`src/rtl/thresh_preset_commit.sv`:
```
// rtl/thresh_preset_commit.sv - commits a settled threshold preset to the ACL2 driver via req/ack
module thresh_preset_commit #(
    parameter int unsigned parm_settle_cycles = 10_000_000,
    parameter int unsigned parm_ack_timeout   = 2_000_000,
    parameter int unsigned parm_cnt_width     = 24
) (
    input  logic        i_clk_20mhz,
    input  logic        i_rst_20mhz,
    input  logic [3:0]  i_value_enum,
    input  logic [15:0] i_value_thresh,
    input  logic [15:0] i_value_timer,
    input  logic        i_acl_ready,
    input  logic        i_cfg_ack,
    output logic        o_cfg_req,
    output logic [15:0] o_cfg_thresh,
    output logic [15:0] o_cfg_timer,
    output logic [3:0]  o_cfg_enum,
    output logic        o_pending,
    output logic        o_commit_pulse,
    output logic        o_timeout_err
);

    typedef enum logic [1:0] {
        ST_IDLE,
        ST_SETTLE,
        ST_WAIT_READY,
        ST_REQ
    } state_t;

    localparam logic [parm_cnt_width-1:0] SETTLE_LAST = parm_cnt_width'(parm_settle_cycles - 1);
    localparam logic [parm_cnt_width-1:0] ACK_LAST    = parm_cnt_width'(parm_ack_timeout - 1);
    localparam logic [parm_cnt_width-1:0] CNT_MAX     = '1;

    state_t                    state_q, state_d;
    logic [parm_cnt_width-1:0] cnt_q, cnt_d, cnt_inc;
    logic [3:0]                seen_enum_q;
    logic [3:0]                pend_enum_q, pend_enum_d;
    logic [3:0]                cfg_enum_q, cfg_enum_d;
    logic [15:0]               cfg_thresh_q, cfg_thresh_d;
    logic [15:0]               cfg_timer_q, cfg_timer_d;
    logic                      cfg_req_q, cfg_req_d;
    logic                      valid_q, valid_d;
    logic                      pulse_q, pulse_d;
    logic                      err_q, err_d;
    logic                      change;

    assign change  = (i_value_enum != seen_enum_q);
    assign cnt_inc = (cnt_q == CNT_MAX) ? cnt_q : cnt_q + 1'b1;

    always_comb begin
        state_d      = state_q;
        cnt_d        = cnt_inc;
        pend_enum_d  = pend_enum_q;
        cfg_enum_d   = cfg_enum_q;
        cfg_thresh_d = cfg_thresh_q;
        cfg_timer_d  = cfg_timer_q;
        cfg_req_d    = cfg_req_q;
        valid_d      = valid_q;
        pulse_d      = 1'b0;
        err_d        = err_q;

        case (state_q)
            ST_IDLE: begin
                cnt_d = '0;
                if (change) begin
                    state_d = ST_SETTLE;
                end
            end
            ST_SETTLE: begin
                if (change) begin
                    cnt_d = '0;
                end else if (cnt_q == SETTLE_LAST) begin
                    cnt_d = '0;
                    // Selection returned to what the driver already holds: nothing to send.
                    if (valid_q && (i_value_enum == cfg_enum_q)) begin
                        state_d = ST_IDLE;
                    end else begin
                        state_d = ST_WAIT_READY;
                    end
                end
            end
            ST_WAIT_READY: begin
                cnt_d = '0;
                if (change) begin
                    state_d = ST_SETTLE;
                end else if (i_acl_ready) begin
                    cfg_thresh_d = i_value_thresh;
                    cfg_timer_d  = i_value_timer;
                    pend_enum_d  = i_value_enum;
                    cfg_req_d    = 1'b1;
                    state_d      = ST_REQ;
                end
            end
            ST_REQ: begin
                if (i_cfg_ack) begin
                    cfg_req_d  = 1'b0;
                    cfg_enum_d = pend_enum_q;
                    valid_d    = 1'b1;
                    pulse_d    = 1'b1;
                    err_d      = 1'b0;
                    cnt_d      = '0;
                    state_d    = (i_value_enum != pend_enum_q) ? ST_SETTLE : ST_IDLE;
                end else if (cnt_q == ACK_LAST) begin
                    cfg_req_d = 1'b0;
                    err_d     = 1'b1;
                    cnt_d     = '0;
                    state_d   = ST_WAIT_READY;
                end
            end
            default: begin
                state_d = ST_WAIT_READY;
                cnt_d   = '0;
            end
        endcase
    end

    // Sampled through reset so the preset present at release counts as settled.
    always_ff @(posedge i_clk_20mhz) begin
        seen_enum_q <= i_value_enum;
    end

    always_ff @(posedge i_clk_20mhz) begin
        if (i_rst_20mhz) begin
            state_q      <= ST_WAIT_READY;
            cnt_q        <= '0;
            pend_enum_q  <= '0;
            cfg_enum_q   <= '0;
            cfg_thresh_q <= '0;
            cfg_timer_q  <= '0;
            cfg_req_q    <= 1'b0;
            valid_q      <= 1'b0;
            pulse_q      <= 1'b0;
            err_q        <= 1'b0;
        end else begin
            state_q      <= state_d;
            cnt_q        <= cnt_d;
            pend_enum_q  <= pend_enum_d;
            cfg_enum_q   <= cfg_enum_d;
            cfg_thresh_q <= cfg_thresh_d;
            cfg_timer_q  <= cfg_timer_d;
            cfg_req_q    <= cfg_req_d;
            valid_q      <= valid_d;
            pulse_q      <= pulse_d;
            err_q        <= err_d;
        end
    end

    assign o_cfg_req      = cfg_req_q;
    assign o_cfg_thresh   = cfg_thresh_q;
    assign o_cfg_timer    = cfg_timer_q;
    assign o_cfg_enum     = cfg_enum_q;
    assign o_pending      = (state_q != ST_IDLE);
    assign o_commit_pulse = pulse_q;
    assign o_timeout_err  = err_q;

endmodule

```
`config.mk`:
```
export PLATFORM = sky130hd
export DESIGN_NAME = thresh_preset_commit
export DESIGN_NICKNAME = d
export VERILOG_FILES = /design/src/rtl/thresh_preset_commit.sv
export SDC_FILE = /design/constraint.sdc
export NUM_CORES = 1
export LEC_CHECK = 0
export ABC_AREA = 1
export BUFFER_PORTS_ARGS = -buffer_cell sky130_fd_sc_hd__buf_2
export CAP_MARGIN = 20
export CORE_MARGIN = 1
export CORE_UTILIZATION = 30
export CTS_BUF_LIST = sky130_fd_sc_hd__clkbuf_8
export DETAILED_ROUTE_END_ITERATION = 7
export PLACE_DENSITY_LB_ADDON = 0.25
export SYNTH_ARGS = -nofsm -noshare
export SYNTH_HDL_FRONTEND = slang
export SYNTH_SLANG_ARGS = --single-unit
```
`constraint.sdc`:
```
create_clock -name i_clk_20mhz -period 2 [get_ports i_clk_20mhz]
set_input_delay 0.2 -clock i_clk_20mhz [delete_from_list [all_inputs] [get_ports i_clk_20mhz]]
set_output_delay 0.2 -clock i_clk_20mhz [all_outputs]
set_load 0.02 [all_outputs]
```
==> impl_metrics.json <==
{
  "status": "complete, no violations",
  "gp_congestion": 0.873,
  "drtPass1Iterations": 4,
  "post-route-period-util_pct": 87.0,
  "worst_slew_pin_slew_ns": 0.616,
  "diodes": 0,
  "num_vias": 3302,
  "netlist_area_sq_um": 3550,
  "dr.first_iter.drc_count": 141,
  "dpl.hpwl_um": 6170,
  "syn2layout_area_growth_pct": 19.5,
  "maxSlewHeadroom_pct": 58.9,
  "final_area_sq_um": 4250,
  "ys_seq_area_share_pct": 41.7,
  "via_per_inst": 4.58,
  "critPathKind": "flip-flop to flip-flop",
  "clock_path_buffers": 2,
  "post-route-min-period_ns": 1.74,
  "holdBufCountCts": 0,
  "switching_share_pct": 25.5,
  "syn_inst": 494,
  "timing.final.ws_setup_ns": 0.261,
  "cts-root-buf": "clkbuf_8",
  "finClkSkew_ns": 0.0113,
  "power_density_nw_per_um2": 711,
  "synth_warnings": 0,
  "cts_tree": "built",
  "crit_fanout": 12,
  "synthDominantCellAreaShare_pct": 41.7,
  "switchingPower_mw": 0.770,
  "port_buffers": 79,
  "numCtsBuffers": 9,
  "dieArea_sq_um": 12300,
  "clk_pin_slew_ns": 0.08,
  "setup_tns_ns": 0,
  "core-area_sq_um": 11500,
  "track_usage_pct": 14.6,
  "worstPathRequired_ns": 2.23,
  "start_util_pct": 31.0,
  "power.clock.fraction_pct": 40.7,
  "fp.dieW_um": 111,
  "total_power_mw": 3.02,
  "arrival_ns": 1.97,
  "rr_worst_depth": 10,
  "grt_pass1_wl_um": 14700,
  "setup.worst_path.end_class": "flip-flop",
  "routedWlPerCell_um": 11.9,
  "timing.max_cap.violations": 0,
  "slew_viol_final": 0,
  "dpl-instance-area_sq_um": 4030,
  "grt_pass1_vias": 3221,
  "leakagePower_nw": 1.91,
  "rsz0062_at_grt": "false",
  "hp-class": "primary input to flip-flop",
  "syn_area_per_cell_sq_um": 7.20,
  "synth.distinct_cells": 31,
  "cp-start-kind": "flip-flop",
  "clk_latency_ns": 0.35,
  "max_freq_mhz": 575,
  "holdWs_ns": 0.0232,
  "hold_viol_final": 0,
  "cts.sinks": 74,
  "rrSetupSlack_ns": 0.26,
  "p_seq_share_pct": 50.7,
  "ys_ff_latch": 74,
  "antenna_found_initial": 0,
  "hold_depth": 1,
  "overflow": 0,
  "power.internal_mw": 2.25,
  "combPwrFrac_pct": 8.6,
  "drcViolationCount": 0,
  "grt_max_degree": 42,
  "ant_nets": 0,
  "drt_wl_total_um": 8580,
  "layout-drive-gt1-share_pct": 23.5,
  "rows": 39,
  "die_h_um": 111,
  "synth.area.top_cells": "dfxtp_1, nor2_1, nand2_1",
  "io_pins": 80,
  "ir_drop_v": 0.000418,
  "cts-htree-levels": 3,
  "finish.net_count": 614,
  "synth_fp_nets": 535,
  "finalSetupViolCount": 0,
  "synth.largest_area_cell": "dfxtp_1",
  "place_ws_ns": 0.181
}
## critical path, stage by stage (launching register included)
cell and delay, ns:
dfxtp_1 0.40, ha_1 0.25, nand3_4 0.12, inv_1 0.15, nand2_1 0.07, nor2_1 0.11, nand3_2 0.25, nand2_1 0.15
nand2_1 0.05, nand2_1 0.05, nor2_1 0.03
## final timing paths
kind	from	end
setup / recovery	cnt_q[0]	cnt_q[19]
hold / removal	i_value_enum[3]	seen_enum_q[3]
setup reg to reg	cnt_q[0]	cnt_q[19]
hold reg to reg	o_cfg_req	o_cfg_req
## synth_stat cells, drive strengths merged
cell    number
clkbuf       3
nor3         9
xnor2        4
nand4        9
nand2       84
dfxtp       74
a21o         1
inv         55
a21oi       22
ha           1
o22ai        1
o21ai       44
xor2        12
nand3b       3
buf         12
nand3       33
nor2       127
## layer usage
layer | vias to the layer above | share of wire (%) | track usage [%]
li1 | 1722 | - | -
met1 | 1479 | 48 | 18.3
met2 | 90 | 44 | 23.4
met3 | 11 | 6.6 | 4.54
met4 | 0 | 1.7 | 5.51
met5 | - | 0 | 0
## cell type report
| class | count | area, sq um |
|---|---|---|
| clock inverter | 5 | 61.3 |
| inverter | 55 | 206 |
| fill | 1173 | 7220 |
| multi-input combinational | 350 | 1740 |
| timing repair buffer | 83 | 425 |
| clock buffer | 11 | 151 |
| sequential | 74 | 1480 |
| tap | 143 | 179 |
## what timing repair did
| action | CTS | global route |
|---|---|---|
| endpoints found under the setup margin | 0 | 6 |
| buffers inserted | 0 | 0 |
| gates resized for setup | 0 | 1 |
## metrics by stage
step | cells | utilization (%)
CTS | 721 | 37.0
floorplan | 494 | -
detailed placement | 705 | 35.1
finish | 721 | 37.0
global route | 721 | 37.0
global placement | 705 | 35.1
## state kept, by name (all words and copies together) (netlist names)
| name | count |
|---|---|
| o_cfg_req | 1 |
| o_cfg_thresh | 16 |
| state_q | 2 |
| cnt_q | 24 |
| valid_q | 1 |
| seen_enum_q | 4 |
| o_commit_pulse | 1 |
| o_timeout_err | 1 |
| o_cfg_timer | 16 |
| pend_enum_q | 4 |
| o_cfg_enum | 4 |
## logic make-up after synthesis
group           synth area share, %
compound gates                 10.8
xor+xnor                       3.94
fa+ha+maj                     0.352
simple gates                   33.6
buf+inv                        9.54
flops                          41.7
## power by group through the flow
stage	combinational [mW]	clock (mW)	sequential, mW
CTS	0.260	1.27	1.53
global route	0.292	1.34	1.53
global placement	0.255	0	1.56
detailed placement	0.259	0	1.56
floorplan	0.147	0	1.58
finish	0.260	1.23	1.53
## cell usage in the layout (no fill, tap or decap), types with 12 or more instances in the layout
cell	netlist	final
buf_2	0	79
o21ai_0	38	38
nand3_1	29	29
nor2_1	118	118
inv_1	51	51
xor2_1	12	12
nand2_1	79	79
dfxtp_1	74	74
Note: power is estimated with default switching activity, not from simulation.
